$ cat src/rtl/divisor_loader.sv
// Divisor operand register: assembles a WIDTH-bit operand from BUS_W-bit beats,
// converts it to sign/magnitude with zero and most-negative flags, and holds it under valid/ready.
module divisor_loader #(
    parameter int unsigned WIDTH = 32,
    parameter int unsigned BUS_W = 16
) (
    input  logic             clk,
    input  logic             rst,
    input  logic [BUS_W-1:0] Dbus,
    input  logic [1:0]       Lc,
    input  logic             out_ready,
    output logic             busy,
    output logic             out_valid,
    output logic             divisor_sign,
    output logic [WIDTH-1:0] curr_divisor,
    output logic             div_zero,
    output logic             min_neg
);

    localparam int unsigned BEATS = WIDTH / BUS_W;
    localparam int unsigned CNT_W = (BEATS > 1) ? $clog2(BEATS) : 1;
    localparam logic [WIDTH-1:0] MIN_NEG = {1'b1, {(WIDTH-1){1'b0}}};

    typedef enum logic [1:0] {IDLE, LOAD, CONV, VALID} state_t;

    state_t             state_q, state_d;
    logic [CNT_W-1:0]   cnt_q, cnt_d;
    logic [WIDTH-1:0]   asm_q, asm_d;
    logic               mode_q, mode_d;
    logic               busy_q, busy_d;
    logic               valid_q, valid_d;
    logic               sign_q, sign_d;
    logic [WIDTH-1:0]   div_q, div_d;
    logic               zero_q, zero_d;
    logic               minneg_q, minneg_d;

    always_comb begin
        state_d  = state_q;
        cnt_d    = cnt_q;
        asm_d    = asm_q;
        mode_d   = mode_q;
        busy_d   = busy_q;
        valid_d  = valid_q;
        sign_d   = sign_q;
        div_d    = div_q;
        zero_d   = zero_q;
        minneg_d = minneg_q;

        if (Lc == 2'd1) begin
            state_d  = IDLE;
            cnt_d    = '0;
            asm_d    = '0;
            mode_d   = 1'b0;
            busy_d   = 1'b0;
            valid_d  = 1'b0;
            sign_d   = 1'b0;
            div_d    = '0;
            zero_d   = 1'b0;
            minneg_d = 1'b0;
        end else begin
            case (state_q)
                IDLE: begin
                    if (Lc[1]) begin
                        mode_d = Lc[0];
                        asm_d  = WIDTH'(Dbus);
                        if (BEATS == 1) begin
                            state_d = CONV;
                            busy_d  = 1'b1;
                        end else begin
                            state_d = LOAD;
                            cnt_d   = CNT_W'(1);
                        end
                    end
                end
                LOAD: begin
                    if (Lc[1] && (BEATS > 1)) begin
                        asm_d[int'(cnt_q)*BUS_W +: BUS_W] = Dbus;
                        if (cnt_q == CNT_W'(BEATS - 1)) begin
                            state_d = CONV;
                            busy_d  = 1'b1;
                            cnt_d   = '0;
                        end else begin
                            cnt_d = cnt_q + 1'b1;
                        end
                    end
                end
                CONV: begin
                    // Negating the most-negative value wraps to itself, which is its correct magnitude.
                    sign_d   = mode_q & asm_q[WIDTH-1];
                    div_d    = sign_d ? (~asm_q + 1'b1) : asm_q;
                    zero_d   = (asm_q == '0);
                    minneg_d = mode_q && (asm_q == MIN_NEG);
                    valid_d  = 1'b1;
                    busy_d   = 1'b1;
                    state_d  = VALID;
                end
                VALID: begin
                    if (out_ready) begin
                        valid_d = 1'b0;
                        busy_d  = 1'b0;
                        state_d = IDLE;
                    end
                end
                default: state_d = IDLE;
            endcase
        end
    end

    always_ff @(posedge clk) begin
        if (rst) begin
            state_q  <= IDLE;
            cnt_q    <= '0;
            asm_q    <= '0;
            mode_q   <= 1'b0;
            busy_q   <= 1'b0;
            valid_q  <= 1'b0;
            sign_q   <= 1'b0;
            div_q    <= '0;
            zero_q   <= 1'b0;
            minneg_q <= 1'b0;
        end else begin
            state_q  <= state_d;
            cnt_q    <= cnt_d;
            asm_q    <= asm_d;
            mode_q   <= mode_d;
            busy_q   <= busy_d;
            valid_q  <= valid_d;
            sign_q   <= sign_d;
            div_q    <= div_d;
            zero_q   <= zero_d;
            minneg_q <= minneg_d;
        end
    end

    assign busy         = busy_q;
    assign out_valid    = valid_q;
    assign divisor_sign = sign_q;
    assign curr_divisor = div_q;
    assign div_zero     = zero_q;
    assign min_neg      = minneg_q;

endmodule

$ cat config.mk
export PLATFORM = sky130hd
export DESIGN_NAME = divisor_loader
export DESIGN_NICKNAME = d
export VERILOG_FILES = /design/src/rtl/divisor_loader.sv
export SDC_FILE = /design/constraint.sdc
export NUM_CORES = 1
export LEC_CHECK = 0
export ABC_AREA = 1
export CAP_MARGIN = 20
export CORE_AREA = 4 4 117 74
export DETAILED_ROUTE_END_ITERATION = 10
export DIE_AREA = 0 0 121 78
export HOLD_SLACK_MARGIN = 0.1
export PLACE_DENSITY = 0.74
export SETUP_SLACK_MARGIN = 0.15
export SYNTH_ARGS = -nofsm -noshare
export SYNTH_HDL_FRONTEND = slang
export SYNTH_SLANG_ARGS = --single-unit
export TNS_END_PERCENT = 10
$ cat constraint.sdc
create_clock -name clk -period 3.5 [get_ports clk]
set_input_delay 0.7 -clock clk [delete_from_list [all_inputs] [get_ports clk]]
set_output_delay 0.7 -clock clk [all_outputs]
set_load 0.03 [all_outputs]
# Word-level counts from Yosys, hierarchy flattened
# Cells that the tools add are included.
# word_totals
output_inout_bits,37
reg_bits,73
in_bits,21
wordCells,57
# op_classes
n_bitwise,2
n_reduce_logical,12
addsub,3
shift,2
mux,19
n_eq_ne,9
# op_table
cell,count
2-to-1 mux 32 bit,3
case mux 32 bit (2 select lines),1
negator 5 -> 34 bit,1
variable shift 16 x 34 -> 32 bit (first input constant),1
variable part select 16 x 34 -> 32 bit,1
adder 32 x 1 -> 32 bit (second input constant),1
bitwise mux 32 bit,1
equality test 32 bit (second input constant),1
logical NOT 32 bit,1
inverter 32 bit,1
2-to-1 mux 2 bit,4
!= test 2 bit (second input constant),4
case mux 2 bit (4 select lines),1
AND reduction 4 bit,2
2-to-1 mux 1 bit,6
equality test 2 x 1 -> 1 bit (second input constant),2
equality test 2 bit (second input constant),2
case mux 1 bit (2 select lines),2
AND reduction 2 bit,2
nonzero test 2 bit,2
case mux 1 bit (3 select lines),1
AND reduction 3 bit,1
nonzero test 3 bit,1
logical NOT 2 bit,1
other kinds (4),4

# Depth between registers and ports, before layout
# depth
ltp_word,5
depth_mapped,11
mapped_depth_nobuf,11

# Worst setup path after synthesis
# OpenSTA, ideal clock, no wires.
# synth_path
kind,input port to flip-flop
startpoint,input Lc[1]
endpoint,register asm_q[12]
path_buffers,1
path_stages,6
slack_ns,2.013
t_required_ns,3.372
setup_ns,0.128
t_arrival_ns,1.359
cell_sequence,inv_2 -> nor2_1 -> nand2_1 -> clkbuf_1 -> o21ai_0 -> a21oi_1
# synth_via
elab_chain_cells,2
elab_cells_between_ends,5
classes_between,eq/ne (3); reduce/logical (2)
# synth_rtl
item,line_no,text
"start, declared",10,"input logic [1:0] Lc,"
!= test 2 bit (no line) or equality test 2 x 1 -> 1 bit (tied branches),-,
AND reduction 3 bit (no line) or OR reduction 2 bit (tied branches),-,
"end signal, assigned",124,asm_q <= asm_d;
"end, declared",28,"logic [WIDTH-1:0] asm_q, asm_d;"
# Several ways; a longest one is shown, not always the timed one.
# A chain may end at the register's enable or synchronous reset.

# Worst setup path after layout
# layout_path
startpoint,input Lc[1]
endpoint,register asm_q[6]
# Same word-level chain as after synthesis.

==> flow_summary_export.csv <==
group,metric,value,unit
outcome,status,"completed",
critical_path,cp-startpoint,"Lc[1]",
power_and_ir_drop,p_clk_frac,0.338,
yosys,ys_seq_area_frac,0.392,
floorplanning,die_x,121,µm
floorplanning,design.core.area,0.00766,mm²
critical_path,cp_cell_sequence,"clkdlybuf4s50_1, inv_2, nor2_1, nand2_1, o21ai_0, a21oi_1",
yosys,synth_fp_nets,585,
yosys,synth_area_per_cell,6.68,µm²
final_layout,postLayoutCoreUtil,0.600,
critical_path,worstPathArrival,2.57,ns
detailed_routing,post_drt_wl_per_cell,13.5,µm
critical_path,critical_path.max_fanout,32,
timing,grt_setup_unrepaired,"false",
placement,routabilityCongestion,0.952,
detailed_routing,via_per_inst,5.22,
timing,worstMarginPinSlew,0.923,ns
worst_hold_path,hp-start,"curr_divisor[31]$_SDFFE_PP0P_",
yosys,ys_ff_latch,73,
detailed_routing,drt_pre_antenna_iters,5,
clock_network,cts_sinks,73,
clock_network,post_cts_resized,0,
floorplanning,dieArea,0.00944,mm²
placement,place_area,0.00430,mm²
power_and_ir_drop,p_int,1780,µW
critical_path,slowest_stage,"nand2_1",
detailed_routing,antenna_left,0,
clock_network,post_cts_buffers,0,
clock_network,clk_latency,0.34,ns
detailed_routing,drt_iter0_markers,260,
run,drv_cap,0,
grt,gr-usage-all-layers,0.215,
power_and_ir_drop,ir_worst_vdd,0.000354,V
final_layout,fin_cells,718,
power_and_ir_drop,cellPowerDensity,587,mW/mm²
yosys,netlist_area,0.00373,mm²
yosys,yosys_warnings,0,
final_layout,final_cell_mix,"nand2_1 (140), nor2_1 (86), dfxtp_1 (73)",
power_and_ir_drop,combPwrFrac,0.295,
floorplanning,ios,58,
detailed_routing,routed_wl,9690,µm
timing,period_share,0.683,
grt,grt_pass1_vias,3460,
clock_network,cts_buffer_depth,2,
critical_path,reg2reg_from,"state_q[1]$_SDFFE_PP0P_",
detailed_routing,vias,3745,
final_layout,nets,633,
yosys,synth_top_area_frac,0.392,
critical_path,slowest_delay,0.57,ns
yosys,synth_edf_count,0,
clock_network,cts_buffers,9,
floorplanning,die_h,78,µm
power_and_ir_drop,p_leak,0.00195,µW
placement,placed_cells,703,
worst_hold_path,hold_path_class,"reg -> reg",
final_layout,drive_gt1_frac,0.0689,
placement,dp_hpwl,7010,µm
timing,fmax,418,MHz
timing,setup_violations,0,
detailed_routing,drc,0,
grt,antenna_found_initial,0,
final_layout,synthToLayoutAreaGrowth,23.4,%
final_layout,mostFrequentLayoutCell,"nand2_1",
floorplanning,rows,25,
critical_path,required,3.68,ns
grt,grt_overflow,0,
clock_network,cts_tree,"yes",
timing,slew_headroom,0.383,
final_layout,diodes,0,
power_and_ir_drop,seqPwrFrac,0.368,
grt,grt_pass1_wl,16100,µm
placement,portBuffers,57,
timing,slew_violations,0,
yosys,synth_top_area_cell,"dfxtp_1",
clock_network,hold_buffers,0,
clock_network,htreeDepth,3,
yosys,synth_flop_cell,"dfxtp_1",
critical_path,cp-end-kind,"flop",
clock_network,clk_pin_slew_worst_paths,0.06,ns
power_and_ir_drop,p_total,2700,µW
yosys,synthArstFlopShare,0,
grt,grt_max_degree,40,
power_and_ir_drop,p_switching,922,µW
critical_path,path_class,"in -> reg",
critical_path,worstSetupStartpointType,"input port",
yosys,ys_top_cells_by_area,"dfxtp_1 (39%), nand2_1 (14%), nor2_1 (8.7%)",
timing,final-hold-violation-count,0,
floorplanning,start_util,0.486,
final_layout,stdcell_area,0.00460,mm²
timing,fin_tns_setup,0,ns
timing,finClkSkew,0.00614,ns
power_and_ir_drop,swShare,0.341,
yosys,syn_inst,558,
yosys,ys_types,32,
timing,finalCriticalPeriod,2.39,ns
clock_network,cts.root.buffer_cell,"clkbuf_16",
through the flow:
step | hold WS (ns) | setup WS, ns
6_report | 0.477 | 1.11
3_5_place_dp | 0.463 | 0.835
5_1_grt | 0.502 | 0.899
3_3_place_gp | 0.461 | 0.952
2_1_floorplan | 0.444 | 2.01
4_1_cts | 0.476 | 1.19
final timing paths:
path | endpoint | slack [ns] | cells past startpoint
max | asm_q[6]$_SDFFE_PP0P_ | 1.11 | 6
min | curr_divisor[31]$_SDFFE_PP0P_ | 0.48 | 2
max reg2reg | asm_q[6]$_SDFFE_PP0P_ | 1.39 | 7
min reg2reg | curr_divisor[31]$_SDFFE_PP0P_ | 0.48 | 2
synth_stat cells (3+ instances only):
cell type / n
nor2_4: 3
nand2_2: 8
buf_2: 6
inv_1: 53
nand2_1: 140
xor2_1: 7
clkbuf_1: 9
nor2_1: 86
inv_2: 3
a21oi_1: 57
nor3_1: 5
dfxtp_1: 73
nand3_1: 29
buf_6: 3
nor2_2: 5
o21ai_0: 45
ha_1: 6
kinds of logic after synthesis:
family | count (synthesis) | synth area share
compound gates | 113 | 0.160
simple gates | 280 | 0.313
fa+ha+maj | 6 | 0.0201
flops | 73 | 0.392
xor+xnor | 7 | 0.0164
buf+inv | 79 | 0.0990
worst max-delay path: cells and delay by family:
| family | cells | cell delay (ns) |
|---|---|---|
| buffers and inverters | 2 | 0.62 |
| AND/OR/NAND/NOR | 2 | 0.76 |
| AO/OA/AOI/OAI | 2 | 0.48 |
power by group through the flow:
stage	logic [µW]	clock network [µW]	registers, µW
after CTS	795	931	992
after global routing	882	970	1000
after global placement	775	0	1010
final	796	913	993
after detailed placement	791	0	1010
after floorplan	459	0	1100
cell type report:
type	instances	area [µm²]
multi-input cells	406	1900
flip-flops and latches	73	1460
clock buffers	14	294
repair buffers	59	586
clock inverters	1	7.51
fillers	734	3060
inverters	57	216
well taps	108	135
metal layers:
layer	up-vias	wire (µm)	part of all wire	track usage
li1	1874	-	-	-
met1	1703	4640	0.48	0.297
met2	155	4050	0.42	0.312
met3	13	880	0.091	0.0706
met4	0	119	0.012	0.0758
met5	-	0	0	0
No activity file was read; power rests on OpenSTA's default activity.
==> patch: new RTL, config.mk and constraints unchanged <==
Change the parameter `BUS_W` from 16 to 32.
--- a/src/rtl/divisor_loader.sv
+++ b/src/rtl/divisor_loader.sv
@@ -2,7 +2,7 @@
 // converts it to sign/magnitude with zero and most-negative flags, and holds it under valid/ready.
 module divisor_loader #(
     parameter int unsigned WIDTH = 32,
-    parameter int unsigned BUS_W = 16
+    parameter int unsigned BUS_W = 32
 ) (
     input  logic             clk,
     input  logic             rst,
Ports: changed (resized Dbus); port bits go from 58 to 74. The function was not compared with the original's and may differ.
==> patch against the unedited design <==
Critical endpoint is now curr_divisor[27]; sequential cell count shrank 2; setup slack gained 0.13 ns; design area grew 0.98%; total power shrank 7.6%; count of clock-buffer cells in the layout shrank 4; synthesized area shrank 4.9%; core utilization grew 0.59 points; wire length grew 1.5%; sequential share of layout area shrank 1.2 points.
==> patch: results (changes against the unedited design) <==
metric	value	unit	change
dpl.hpwl	7.18	mm	was 7.01 mm
r2r_cells	8		was 7
grt_pass1_wl	16.5	mm	was 16.1 mm
crit_path_top_delay_cell	clkdlybuf4s50_1		was nand2_1
cpPeakStageDelay	0.47	ns	was 0.57 ns
r2r-start	mode_q		was state_q[1]
p_sw	0.724	mW	was 0.922 mW
vias_per_cell	5.05		was 5.22
fin_nets	632		was 633
grt_max_degree	59		was 40
grt_pass1_vias	3401		was 3,460
synth_xor_area_share	1.48	%	was 1.64%
netlist_instances	530		was 558
route.met2.wl	4.36	mm	was 4.05 mm
crit_arrival	2.55	ns	was 2.57 ns
outcome	complete, no violations		unchanged
r2r-end	curr_divisor[5]		was asm_q[6]
met3_wirelength	623	um	was 880 um
synthesis.nets	568		was 585
fin_worst_skew	0.00718	ns	was 0.00614 ns
synth_compound_area_share	17.1	%	was 16.0%
synth-adder-area-share	0.353	%	was 2.01%
wl_per_cell	13.9	um	was 13.5 um
drtIter0Drc	237		was 260
worstHoldStart	div_zero		was curr_divisor[31]
endpoint	curr_divisor[27]		was asm_q[6]
track_usage	22.1	%	was 21.5%
synthTopCellsByCount	nand2_1 (102), nor2_1 (95), dfxtp_1 (71), inv_1 (55), o21ai_0 (55)		was nand2_1 (140), nor2_1 (86), dfxtp_1 (73), a21oi_1 (57), inv_1 (53)
portBuffers	73		was 57
yosys-top-cells-area	dfxtp_1 (40%), nand2_1 (11%), nor2_1 (10%)		was dfxtp_1 (39%), nand2_1 (14%), nor2_1 (8.7%)
hold_end	div_zero		was curr_divisor[31]
grt_use_met1	29.7	%	about the same
tightest_slew	0.883	ns	was 0.923 ns
drt-met1-wl	4.75	mm	was 4.64 mm
regToRegSetupSlack	1.62	ns	was 1.39 ns
vias	3570		was 3,745
use_met2	34.7	%	was 31.2%
dr.pass1.iters	7		was 5
met3_usage	6.05	%	was 7.06%
patch: power groups by stage:
| stage | clock [mW] | sequential [mW] | combinational (mW) |
|---|---|---|---|
| 2_1_floorplan | 0 | 0.977 | 0.304 |
| 4_1_cts | 1.07 | 0.917 | 0.521 |
| 6_report | 1.06 | 0.918 | 0.520 |
| 3_3_place_gp | 0 | 0.933 | 0.509 |
| 3_5_place_dp | 0 | 0.934 | 0.517 |
| 5_1_grt | 1.11 | 0.926 | 0.582 |
patch: metrics by stage:
step                      hold WS [ns]  setup WS (ns)
after global placement           0.462          0.950
after floorplan                  0.457           1.99
after CTS                        0.468           1.24
after global routing             0.492           1.02
final                            0.464           1.24
after detailed placement         0.460          0.906
patch: layout make-up:
type	instances	area [um^2]
clock buffers	10	239
clock inverters	6	108
fillers	760	3020
inverters	60	225
multi-input cells	376	1760
flip-flops and latches	71	1420
well taps	108	135
repair buffers	76	753
